[src/rtl/res_collector_pkg.sv]
// Shared defaults and types for the result collector.
// Latency: n/a (declarations only).
// Backpressure: n/a.
package res_collector_pkg;

    localparam int RES_WIDTH_DEF = 8;
    localparam int NUM_DEF       = 100;
    localparam int DROP_W        = 16;

    typedef enum logic {
        FILL = 1'b0,
        HOLD = 1'b1
    } state_t;

endpackage

[src/rtl/res_collector_if.sv]
// Handshake/bus bundle between the adder stage, the collector and the package consumer.
// Latency: n/a (wiring only).
// Backpressure: pkg_ready_i from the consumer; csum_o only when RES_COLLECTOR_CSUM_EN is defined.
interface res_collector_if
    import res_collector_pkg::*;
#(
    parameter int RES_WIDTH     = RES_WIDTH_DEF,
    parameter int NUM           = NUM_DEF,
    parameter int PACKAGE_WIDTH = RES_WIDTH * NUM
);
    logic [RES_WIDTH-1:0]     res_i;
    logic                     res_valid_i;
    logic                     flush_i;
    logic [PACKAGE_WIDTH-1:0] pkg_o;
    logic                     pkg_valid_o;
    logic                     pkg_ready_i;
    logic [7:0]               count_o;
    logic [DROP_W-1:0]        drop_o;
`ifdef RES_COLLECTOR_CSUM_EN
    logic [15:0]              csum_o;
`endif

    // Producer/consumer side driving the collector.
    modport master (
        output res_i, res_valid_i, flush_i, pkg_ready_i,
        input  pkg_o, pkg_valid_o, count_o, drop_o
`ifdef RES_COLLECTOR_CSUM_EN
        , input csum_o
`endif
    );

    // Collector side.
    modport slave (
        input  res_i, res_valid_i, flush_i, pkg_ready_i,
        output pkg_o, pkg_valid_o, count_o, drop_o
`ifdef RES_COLLECTOR_CSUM_EN
        , output csum_o
`endif
    );

endinterface

[src/rtl/res_collector_csum.sv]
// Running modulo-2^16 sum of the words accepted into the current package.
// Latency: 1 cycle from accept to updated csum_o.
// Backpressure: none; follows the collector's accept/clear strobes.
module res_collector_csum #(
    parameter int RES_WIDTH = 8
) (
    input  logic                 clk_i,
    input  logic                 reset_ni,
    input  logic                 clr_i,
    input  logic                 add_i,
    input  logic [RES_WIDTH-1:0] word_i,
    output logic [15:0]          csum_o
);

    logic [15:0] sum_q;
    logic [15:0] base;
    logic [15:0] addend;

    // A clear and an add in the same cycle restart the sum at the new word.
    always_comb begin
        base   = clr_i ? 16'd0 : sum_q;
        addend = add_i ? 16'(word_i) : 16'd0;
    end

    // Accumulator register.
    always_ff @(posedge clk_i or negedge reset_ni) begin
        if (!reset_ni) sum_q <= 16'd0;
        else           sum_q <= base + addend;
    end

    assign csum_o = sum_q;

endmodule

[src/rtl/res_collector.sv]
// Packs NUM adder results into one wide package and holds it for the consumer (RES_COLLECTOR_CSUM_EN adds csum_o).
// Latency: pkg_valid_o rises 1 cycle after the NUMth accept or a flush.
// Backpressure: package held until pkg_ready_i; words arriving while held without ready are dropped and counted.
module res_collector
    import res_collector_pkg::*;
#(
    parameter int RES_WIDTH     = RES_WIDTH_DEF,
    parameter int NUM           = NUM_DEF,
    parameter int PACKAGE_WIDTH = RES_WIDTH * NUM
) (
    input logic            clk_i,
    input logic            reset_ni,
    res_collector_if.slave bus
);

    localparam logic [7:0] LAST = 8'(NUM - 1);

    state_t                   state_q, state_d;
    logic [PACKAGE_WIDTH-1:0] pkg_q, pkg_d;
    logic [7:0]               count_q, count_d;
    logic [DROP_W-1:0]        drop_q, drop_d;
    logic                     accept;
    logic                     release_pkg;

    // State register.
    always_ff @(posedge clk_i or negedge reset_ni) begin
        if (!reset_ni) state_q <= FILL;
        else           state_q <= state_d;
    end

    // Next state plus accept/release strobes; a word arriving with ready in HOLD opens the next package.
    always_comb begin
        state_d     = state_q;
        accept      = 1'b0;
        release_pkg = 1'b0;
        case (state_q)
            FILL: begin
                accept = bus.res_valid_i;
                if (accept && count_q == LAST)
                    state_d = HOLD;
                else if (bus.flush_i && (count_q != 8'd0 || bus.res_valid_i))
                    state_d = HOLD;
            end
            HOLD: begin
                release_pkg = bus.pkg_ready_i;
                accept      = bus.pkg_ready_i && bus.res_valid_i;
                if (bus.pkg_ready_i)
                    state_d = FILL;
            end
            default: state_d = FILL;
        endcase
    end

    // Package, slot count and drop counter updates; release clears before the new word lands in slot 0.
    always_comb begin
        pkg_d   = release_pkg ? '0 : pkg_q;
        count_d = release_pkg ? 8'd0 : count_q;
        drop_d  = drop_q;
        if (accept) begin
            for (int k = 0; k < NUM; k++) begin
                if (count_d == 8'(k))
                    pkg_d[k*RES_WIDTH +: RES_WIDTH] = bus.res_i;
            end
            count_d = count_d + 8'd1;
        end
        if (state_q == HOLD && !bus.pkg_ready_i && bus.res_valid_i && drop_q != '1)
            drop_d = drop_q + 1'b1;
    end

    // Datapath registers.
    always_ff @(posedge clk_i or negedge reset_ni) begin
        if (!reset_ni) begin
            pkg_q   <= '0;
            count_q <= 8'd0;
            drop_q  <= '0;
        end else begin
            pkg_q   <= pkg_d;
            count_q <= count_d;
            drop_q  <= drop_d;
        end
    end

    assign bus.pkg_o       = pkg_q;
    assign bus.pkg_valid_o = (state_q == HOLD);
    assign bus.count_o     = count_q;
    assign bus.drop_o      = drop_q;

`ifdef RES_COLLECTOR_CSUM_EN
    logic [15:0] csum;

    res_collector_csum #(
        .RES_WIDTH (RES_WIDTH)
    ) u_csum (
        .clk_i    (clk_i),
        .reset_ni (reset_ni),
        .clr_i    (release_pkg),
        .add_i    (accept),
        .word_i   (bus.res_i),
        .csum_o   (csum)
    );

    assign bus.csum_o = csum;
`endif

endmodule
[src/flat_wrapper.sv]
// flat-port wrapper written by rule: the top's interface ports become plain ports
module res_collector_flat import res_collector_pkg::*;
#(
    parameter int RES_WIDTH     = RES_WIDTH_DEF,
    parameter int NUM           = NUM_DEF,
    parameter int PACKAGE_WIDTH = RES_WIDTH * NUM
)
  (clk_i, reset_ni, bus_res_i, bus_res_valid_i, bus_flush_i, bus_pkg_ready_i, bus_pkg_o, bus_pkg_valid_o, bus_count_o, bus_drop_o);
  res_collector_if #(.RES_WIDTH(RES_WIDTH), .NUM(NUM), .PACKAGE_WIDTH(PACKAGE_WIDTH)) bus_i ();
  input logic clk_i;
  input logic reset_ni;
  input wire logic [$bits(bus_i.res_i)-1:0] bus_res_i;
  input wire logic [$bits(bus_i.res_valid_i)-1:0] bus_res_valid_i;
  input wire logic [$bits(bus_i.flush_i)-1:0] bus_flush_i;
  input wire logic [$bits(bus_i.pkg_ready_i)-1:0] bus_pkg_ready_i;
  output wire logic [$bits(bus_i.pkg_o)-1:0] bus_pkg_o;
  output wire logic [$bits(bus_i.pkg_valid_o)-1:0] bus_pkg_valid_o;
  output wire logic [$bits(bus_i.count_o)-1:0] bus_count_o;
  output wire logic [$bits(bus_i.drop_o)-1:0] bus_drop_o;
  assign bus_i.res_i = bus_res_i;
  assign bus_i.res_valid_i = bus_res_valid_i;
  assign bus_i.flush_i = bus_flush_i;
  assign bus_i.pkg_ready_i = bus_pkg_ready_i;
  assign bus_pkg_o = bus_i.pkg_o;
  assign bus_pkg_valid_o = bus_i.pkg_valid_o;
  assign bus_count_o = bus_i.count_o;
  assign bus_drop_o = bus_i.drop_o;
  res_collector #(.RES_WIDTH(RES_WIDTH), .NUM(NUM), .PACKAGE_WIDTH(PACKAGE_WIDTH)) u_core (.clk_i(clk_i), .reset_ni(reset_ni), .bus(bus_i));
endmodule
[config.mk]
export PLATFORM = sky130hd
export DESIGN_NAME = res_collector_flat
export DESIGN_NICKNAME = d
export VERILOG_FILES = /design/src/rtl/res_collector_pkg.sv /design/src/rtl/res_collector_if.sv /design/src/rtl/res_collector_csum.sv /design/src/rtl/res_collector.sv /design/src/flat_wrapper.sv
export SDC_FILE = /design/constraint.sdc
export NUM_CORES = 2
export LEC_CHECK = 0
export BUFFER_PORTS_ARGS = -buffer_cell sky130_fd_sc_hd__buf_4
export CAP_MARGIN = 20
export CORE_AREA = 3 3 323 325
export DETAILED_ROUTE_END_ITERATION = 12
export DIE_AREA = 0 0 326 328
export MAX_ROUTING_LAYER = met4
export PLACE_DENSITY = 0.61
export SLEW_MARGIN = 20
export SYNTH_ARGS = -nofsm -noshare
export SYNTH_HDL_FRONTEND = slang
export SYNTH_SLANG_ARGS = --single-unit
[constraint.sdc]
create_clock -name clk_i -period 4.1 [get_ports clk_i]
set_input_delay 0.615 -clock clk_i [delete_from_list [all_inputs] [get_ports clk_i]]
set_output_delay 0.615 -clock clk_i [all_outputs]
set_load 0.1 [all_outputs]
==> run metrics <==
Port Buffers=837; met2 WL=64,760 µm; Max transition margin=22.69%; DR vias/cell=5.111; clk slew on worst S/H paths=0.07 ns; RSZ-0062 raised after global routing=false; H-tree level count=3; uppermost routed layer=met4; Reg2Reg Depth=5; footprint of the multi-input gates=0.01283 mm²; vias in the first global route=28,600; gpl congestion=0.8263; Avg Cell Area, Syn=9.910 µm²; crit path kind=reg -> reg; Most used DFF post-synth=dfrtp_1; Period minus WS final=3.204 ns; die width=326 µm; Filler Cells Inserted=9,723; # Max-Cap Violations=0; Setup Skew=0.02524 ns; cell area power density=451.4 mW/mm²; Wirelength per Cell=24.00 µm; ys async rst share=100.0%; Hold Path Cell Cnt=3; largest net degree at the start of global routing=228; Setup TNS=0 ns; Clock Latency Late Sink=0.68 ns; CTS tree=yes; Global Route Usage Sum=25.31%; Syn Nets=3,509; fin. max-slew vios=0; critical path's slowest cell=nand4bb_2; via count=28,880; Unique masters post-synth=59; share of layout cells above drive strength 1=27.54%; Synth Instances=3,495; Num Clock Sinks=825; antenna viol nets, final=0; Final Hold Vio Count=0; remaining global-route overflow=0; Worst Path Required=4.66 ns; Syn-to-layout area delta=31.71%; most frequent cells in the layout=nand2_1 (1,027), buf_4 (921), dfrtp_1 (825); Post-Syn Area=0.03463 mm²; crit end category=flop; CP startpoint kind=flop; full die area=0.1069 mm²; Register Area=0.02064 mm²; first-pass GRT wire length=197,900 µm; CP Depth=5; Die H=328 µm; drt initial violations=2,438; CTS Buffer Depth=3; Final #Nets=4,220; f_max=0.3122 GHz; Crit path buffers/inverters=1; Setup Buffers After CTS=0; CTS buffer count=91; post-CTS sizing=0; Yosys warning total=0; crit-path leading delay family=simple AND/OR/NAND/NOR gates; LEAKAGE=21.93 nW; worst path arrival time=3.76 ns; final WL=135,600 µm; period utilization=78.14%; design area=0.04562 mm²; cell chain of the critical path=nand4bb_2, nor2_1, buf_4, nand3_1, o21ai_0; DR pass1 iterations=5; Initial Utilization=34.04%; Post-Route M1 WL=55,200 µm; Seq cells post-synth=825; met3 wire length=10,710 µm; Hold WC Path Type=in -> reg; core area=0.1017 mm²; Max FO, Critical Path=19; commonest non-fill, non-tap cell in the layout=nand2_1; sequential-to-total area share from yosys stat=59.61%; post-placement cell area=0.04243 mm²; row cnt=117; outcome=finished, final reports clean; CTS Root Cell=clkbuf_16; Post-synth EDFFs=0; final setup fails=0; Tightest Pin Transition=1.160 ns; dpl hpwl=90,250 µm; Remaining DRCs=0; Slowest Stage Delay on Critical Path=1.00 ns; antenna violations before repair=2; io pins=838; VDD IR-drop max=413.4 µV
[through the flow]
step | utilization [%] | setup slack, ns | power, mW | hold WS (ns) | std cells
6_report | 44.84 | 0.8964 | 20.59 | 0.2465 | 5651
5_1_grt | 44.83 | 0.7534 | 21.29 | 0.1963 | 5650
4_1_cts | 44.80 | 0.9505 | 20.77 | 0.1690 | 5648
3_5_place_dp | 41.71 | 0.9233 | 12.16 | 0.4938 | 5479
3_3_place_gp | 41.71 | 0.9259 | 12.15 | 0.4869 | 5479
2_1_floorplan | - | 1.173 | 10.95 | 0.3194 | 3495
[Yosys cell counts, types with 10 or more instances]
cell type / number / area, µm²
nand3_1: 294 / 1471
o21ai_1: 11 / 55.05
nand2_1: 1027 / 3855
nor4_1: 10 / 62.56
xor2_1: 13 / 113.9
dfrtp_1: 825 / 20640
mux2i_1: 292 / 2923
nor4_2: 14 / 175.2
o21ai_0: 496 / 2482
and2_0: 20 / 125.1
nor3_1: 16 / 80.08
buf_1: 18 / 67.56
nor2_1: 19 / 71.32
buf_2: 45 / 225.2
clkbuf_1: 254 / 953.4
[final timing paths]
kind	end	start	slack, ns
max in group asynchronous	u_core.bus.pkg_o[206]	reset_ni	2.31
min	u_core.bus.pkg_valid_o	bus_flush_i	0.25
min reg2reg	u_core.bus.drop_o[15]	u_core.bus.drop_o[15]	0.50
min in group asynchronous	u_core.bus.pkg_o[766]	reset_ni	0.59
max	u_core.bus.pkg_o[524]	u_core.bus.pkg_valid_o	0.90
max reg2reg	u_core.bus.pkg_o[524]	u_core.bus.pkg_valid_o	0.90
[routing by layer]
| metal | global-route usage [%] | vias up |
|---|---|---|
| met2 | 40.20 | 1176 |
| met3 | 6.427 | 235 |
| met4 | 9.446 | 0 |
| met5 | - | - |
| met1 | 31.21 | 14410 |
| li1 | - | 13070 |
[where the power goes]
part | switching (mW) | leakage [nW] | internal, mW | total [mW]
clock | 3.56 | 1.56 | 5.02 | 8.58
combinational | 3.00 | 8.87 | 0.520 | 3.52
sequential | 0.180 | 11.5 | 8.31 | 8.49
[worst register-to-register path: cells and delay by family (launching register included)]
family | cells | cell delay (ns)
DFF | 1 | 0.61
AOI/OAI and AO/OA | 1 | 0.13
and+or+nand+nor | 3 | 2.08
buffers and inverters | 1 | 0.29
[sequential cells by signal, indices dropped and copies added (netlist names)]
signal,flops
u_core.bus.pkg_o,800
u_core.bus.drop_o,16
u_core.bus.pkg_valid_o,1
u_core.bus.count_o,8
[repair_timing]
item | in CTS | in global routing
setup endpoints to repair | 0 | 0
hold endpoints to repair | 18 | 0
hold buffers | 1 | 0
[cells by family after synthesis]
| logic type | share of synthesized area, % |
|---|---|
| compound gates | 8.157 |
| fa+ha+maj | 0.03612 |
| flops | 59.61 |
| mux | 8.504 |
| simple gates | 19.50 |
| buf+inv | 3.793 |
| xor+xnor | 0.4046 |
[layout make-up]
| class | count | share of cell area, % |
|---|---|---|
| diodes | 2 | 0.01097 |
| clock buffers | 134 | 5.963 |
| clock inverters | 34 | 0.9189 |
| inverters | 11 | 0.09052 |
| multi-input cells | 2339 | 28.12 |
| flip-flops and latches | 825 | 45.26 |
| well taps | 1368 | 3.752 |
| repair buffers | 938 | 15.89 |
(Power assumes the default switching activity.)
